## src/rtl/x2c_ctrl_reader.sv

```systemverilog
// x2c_ctrl_reader: pops header+payload descriptors from the x2c FIFO and turns them into register write bursts
module x2c_ctrl_reader #(
  parameter int WIDTH = 32,
  parameter int AW = 10,
  parameter logic [7:0] SYNC = 8'hA5
) (
  input  logic             rdclk,
  input  logic             aclr,
  input  logic             enable,
  input  logic             empty,
  input  logic [WIDTH-1:0] q,
  output logic             rdreq,
  output logic             reg_wr,
  output logic [AW-1:0]    reg_addr,
  output logic [WIDTH-1:0] reg_wdata,
  input  logic             reg_ready,
  output logic             cmd_done,
  output logic             err_hdr,
  output logic [15:0]      err_cnt,
  output logic             busy
);
  typedef enum logic [2:0] {IDLE, HDR_WAIT, PL_REQ, PL_WAIT, PL_WR, DONE} state_t;
  state_t state, state_n;
  logic       skip;
  logic [9:0] remaining;
  logic       hdr_bad, hdr_zero, last;
  assign hdr_bad  = q[31:24] != SYNC || (q[23:20] != 4'd1 && q[23:20] != 4'd2);
  assign hdr_zero = q[19:10] == 10'd0;
  assign last     = remaining == 10'd1;
  always_ff @(posedge rdclk or posedge aclr)
    if (aclr) state <= IDLE;
    else state <= state_n;
  always_comb begin
    state_n = state;
    case (state)
      IDLE:     state_n = enable && !empty ? HDR_WAIT : IDLE;
      HDR_WAIT: state_n = hdr_bad || hdr_zero ? IDLE : PL_REQ;
      PL_REQ:   state_n = empty ? PL_REQ : PL_WAIT;
      PL_WAIT:  state_n = !skip ? PL_WR : (last ? DONE : PL_REQ);
      PL_WR:    state_n = !reg_ready ? PL_WR : (last ? DONE : PL_REQ);
      DONE:     state_n = IDLE;
      default:  state_n = IDLE;
    endcase
  end
  // rdreq is gated by aclr so nothing is popped while reset is held
  always_comb begin
    rdreq    = !aclr && !empty && ((state == IDLE && enable) || state == PL_REQ);
    reg_wr   = state == PL_WR;
    busy     = state != IDLE;
    cmd_done = state == DONE || (state == HDR_WAIT && !hdr_bad && hdr_zero);
    err_hdr  = state == HDR_WAIT && hdr_bad;
  end
  always_ff @(posedge rdclk or posedge aclr)
    if (aclr) begin
      skip      <= 1'b0;
      remaining <= '0;
      reg_addr  <= '0;
      reg_wdata <= '0;
      err_cnt   <= '0;
    end else begin
      if (state == HDR_WAIT && hdr_bad && err_cnt != 16'hFFFF) err_cnt <= err_cnt + 16'd1;
      if (state == HDR_WAIT && !hdr_bad) begin
        remaining <= q[19:10];
        reg_addr  <= q[AW-1:0];
        skip      <= q[23:20] == 4'd2;
      end
      if (state == PL_WAIT) reg_wdata <= q;
      if (state == PL_WAIT && skip) remaining <= remaining - 10'd1;
      if (state == PL_WR && reg_ready) begin
        reg_addr  <= reg_addr + AW'(1);
        remaining <= remaining - 10'd1;
      end
    end
endmodule

```

## config.mk

```make
export PLATFORM = sky130hd
export DESIGN_NAME = x2c_ctrl_reader
export DESIGN_NICKNAME = d
export VERILOG_FILES = /design/src/rtl/x2c_ctrl_reader.sv
export SDC_FILE = /design/constraint.sdc
export NUM_CORES = 1
export LEC_CHECK = 0
export BUFFER_PORTS_ARGS = -buffer_cell sky130_fd_sc_hd__buf_2
export CELL_PAD_IN_SITES_DETAIL_PLACEMENT = 0
export CELL_PAD_IN_SITES_GLOBAL_PLACEMENT = 2
export CORE_MARGIN = 1
export CORE_UTILIZATION = 35
export DETAILED_ROUTE_END_ITERATION = 8
export PLACE_DENSITY_LB_ADDON = 0.1
export REMOVE_ABC_BUFFERS = 1
export SETUP_SLACK_MARGIN = 0.02
export SKIP_LAST_GASP = 1
export SLEW_MARGIN = 10
export SYNTH_ARGS = -nofsm -noshare
export SYNTH_HDL_FRONTEND = slang
export SYNTH_SLANG_ARGS = --single-unit
```

## constraint.sdc

```tcl
create_clock -name rdclk -period 3.53 [get_ports rdclk]
set_clock_uncertainty 0.05 [all_clocks]
set_input_delay 0.706 -clock rdclk [delete_from_list [all_inputs] [get_ports rdclk]]
set_output_delay 0.706 -clock rdclk [all_outputs]
set_load 0.1 [all_outputs]
```

# Word level (Yosys, flattened, before mapping)
# Index checks and enable logic that the tools add are counted.
[word_totals] register_bits=72
[op_classes] muxes=12 n_eq_ne=11 n_addsub=3 reduce_logical=23
[op_table] op="2-to-1 mux 10 bit" count=5
[op_table] op="adder 16 x 1 -> 16 bit, second input constant" count=1
[op_table] op="!= test 16 bit, second input constant" count=1
[op_table] op="case mux 3 bit (5 select lines)" count=1
[op_table] op="logical AND 1 bit" count=11
[op_table] op="adder 10 x 1 -> 10 bit, second input constant" count=1
[op_table] op="equality test 10 x 1 -> 1 bit, second input constant" count=1
[op_table] op="zero test 10 bit" count=1
[op_table] op="subtractor 10 x 1 -> 10 bit, second input constant" count=1
[op_table] op="2-to-1 mux 3 bit" count=3
[op_table] op="!= test 8 bit, second input constant" count=1
[op_table] op="equality test 3 x 2 -> 1 bit, second input constant" count=2
[op_table] op="equality test 3 bit, second input constant" count=2
[op_table] op="nonzero test 3 bit" count=2
[op_table] op="equality test 4 x 2 -> 1 bit, second input constant" count=1
[op_table] op="logical OR 1 bit" count=4
[op_table] op="!= test 4 x 1 -> 1 bit, second input constant" count=1
[op_table] op="!= test 4 x 2 -> 1 bit, second input constant" count=1
[op_table] op="equality test 3 x 1 -> 1 bit, second input constant" count=1
[op_table] op="zero test 1 bit" count=3
[op_table] op="zero test 3 bit" count=1
[op_table] op="2-to-1 mux 1 bit" count=2
[op_table] op="2-to-1 mux 2 bit" count=1
[op_table] op="nonzero test 2 bit" count=1

# Logic depth before layout (Yosys ltp)
[logic_depth] depth_word=8 ltp_mapped=8 ltp_nobuf=6

# Least setup slack after synthesis
# Ideal clock, no wire load.
[synth_timing] kind="input port to output port" from="input q[14]" to="output cmd_done" arrival_time_ps=3821 n_path_buf=0 slack_ps=-1047 path_stages=4 t_required_ps=2774 cell_sequence="or4_1 -> nor4_1 -> a21oi_1 -> nor3b_1"
[synth_between] elab_chain_len=3
[synth_rtl] item="start, declared" line="11" rtl="input logic [WIDTH-1:0] q,"
[synth_rtl] item="zero test 10 bit" line="28" rtl="assign hdr_zero = q[19:10] == 10'd0;"
[synth_rtl] item="logical AND 1 bit" line="50" rtl="cmd_done = state == DONE || (state == HDR_WAIT && !hdr_bad && hdr_zero);"
[synth_rtl] item="logical OR 1 bit" line="50"
[synth_rtl] item="end, declared" line="17" rtl="output logic cmd_done,"
# Every way passes these cells.

# Final worst setup path
# Same ends and word-level chain as after synthesis.

==> out/metrics.cfg <==
[outcome]
status=finished clean

[finish]
drive_gt1_share_pct=39.33
nets=453
diodes=0
area_growth_pct=25.70
finalInstanceArea_sq_um=4345
layout_commonest_cell=buf_2
mostFrequentLayoutCells=buf_2, dfrtp_1, mux2_2

[route]
drt.antenna.violating_nets=0
drt-total-wl_um=8737
via_per_inst=5.119
wire_per_inst_um=16.00
drcViolationCount=0
first_iter_violations=109
vias=2795
firstDrtPassIters=4

[synth]
syn-cell-area_sq_um=3457
synthTopCellsByArea=dfrtp_1, mux2_2, nand2_1
synth_top_area_share_pct=52.12
seq_area_frac_synth_pct=52.12
synth-async-reset-ratio_pct=100.0
synthCells=310
avgSynthCellArea_sq_um=11.15
synth_edf_count=0
yosys.area.top_type=dfrtp_1
ys_ff_latch=72
ys_types=55
yosysWarningCount=0
ys.flop_type=dfrtp_1

[grt]
grt_pass1_vias=2763
grt_overflow=0
grt_max_degree=45
antenna_found_initial=0
grt_pass1_wl_um=14140
track_usage_pct=18.14

[die]
die_w_um=101.4
dieArea_sq_um=10280
placementRows=35
die_y_um=101.4
ios=100
core_sq_um=9415
initial_core_util_pct=36.72

[setup_path]
crit_fanout=3
timing.rr.start=state[1]
reg2regPathDepth=4
worstPathRequired_ns=2.77
cp_data_arrival_time_ns=2.43
crit_type=in2out
end_kind=output port
start_kind=primary input
rr_endpoint=remaining[6]
reg2reg_slack_ns=1.34

[placement]
placed_area_sq_um=4086
place_congestion=0.7403
numPortBuffers=99
hpwl_um=6294
dp_slack_ns=0.2260

[clock_tree]
cts_sinks=72
cts_tree=built
cts.path.max_buffers=2
numCtsBuffers=9
cts_root_buffer=clkbuf_8
cts-hold-fix-buffers=0
clk_pin_slew_ns=0.08
h-tree-depth=3
post_cts_buffers=0
worstSkewPairLatency_ns=0.34

[sta]
setup_ws_ns=0.3479
worst_pin_slew_ns=0.6604
hold-worst-slack_ns=0.4055
relSlewSlack_pct=55.98
period_share_pct=90.14
fmax_mhz=314.3
setup_viol=0
slew_viol_final=0
grt_setup_unrepaired=no
min_period_ns=3.182
hold_violations=0

[flow_run]
cap_violations=0

[worst_hold_path]
hold_class=in2async

## routing by layer
metal  wire length (um)  vias up  global-route usage [%]
met5                  0        -                       0
met4                 76        0                   7.023
met3                339        4                   4.141
met2               4139       62                   28.26
met1               4182     1385                   24.55
li1                   -     1344                       -
## cell usage after synthesis (5+ instances only)
cell type   n
inv_1       7
dfrtp_1    72
a21oi_1     7
nand4_1    10
o211ai_1    7
nor3_1     10
xnor2_1     8
mux2_2     33
nand3_1    17
and3_1      5
o21ai_0     8
a211oi_1    5
nor2_1     24
xor2_1      6
nand2_1    26
## kinds of logic after synthesis
kind of cell / after synthesis / share of synthesized area [%]
muxes: 35 / 11.36
buffers and inverters: 18 / 3.004
xor gates and xnor gates: 14 / 3.547
and+or+nand+nor: 120 / 19.07
AOI/OAI and AO/OA: 47 / 9.447
DFF: 72 / 52.12
adders and majority gates: 4 / 1.448
## timing repair
action | 4_1_cts | 5_1_grt
hold endpoints to repair | 0 | 0
resized for setup | 0 | 1
endpoints found under the setup margin | 0 | 1
## worst max-delay path by stage
stage,to,depth (start not counted),start
floorplan,cmd_done,4,q[14]
detailed placement,cmd_done,6,q[14]
finish,cmd_done,6,q[14]
CTS,cmd_done,6,q[14]
global route,cmd_done,6,q[14]
global placement,cmd_done,6,q[14]
## area by class of cell
cell class	instances	area [sq um]
Multi-Input combinational cell	220	1556
Fill cell	941	5070
Tap cell	129	161.4
Clock inverter	5	102.6
Inverter	7	26.28
Sequential cell	72	1802
Clock buffer	11	151.4
Timing Repair Buffer	102	545.5
## sequential cells by signal, summed over array words and instances (netlist names)
signal     cells
reg_addr      10
remaining     10
reg_wdata     32
err_cnt       16
skip           1
state          3
## worst max-delay path, stage by stage
cell,delay (ns)
buf_2,0.11
or4_1,0.57
nor4_1,0.39
a21oi_1,0.15
nor3b_2,0.28
buf_12,0.21
## metrics by stage
step	util, %	TNS [ns]	std cells
2_1_floorplan	-	-1.047	299
3_3_place_gp	43.40	0	530
3_5_place_dp	43.40	0	530
4_1_cts	46.10	0	546
5_1_grt	46.15	0	546
6_report	46.15	0	546
Power is left out: the tool's default activity adds up to more than one toggle a clock period on the data nets, which glitch-free logic cannot reach.
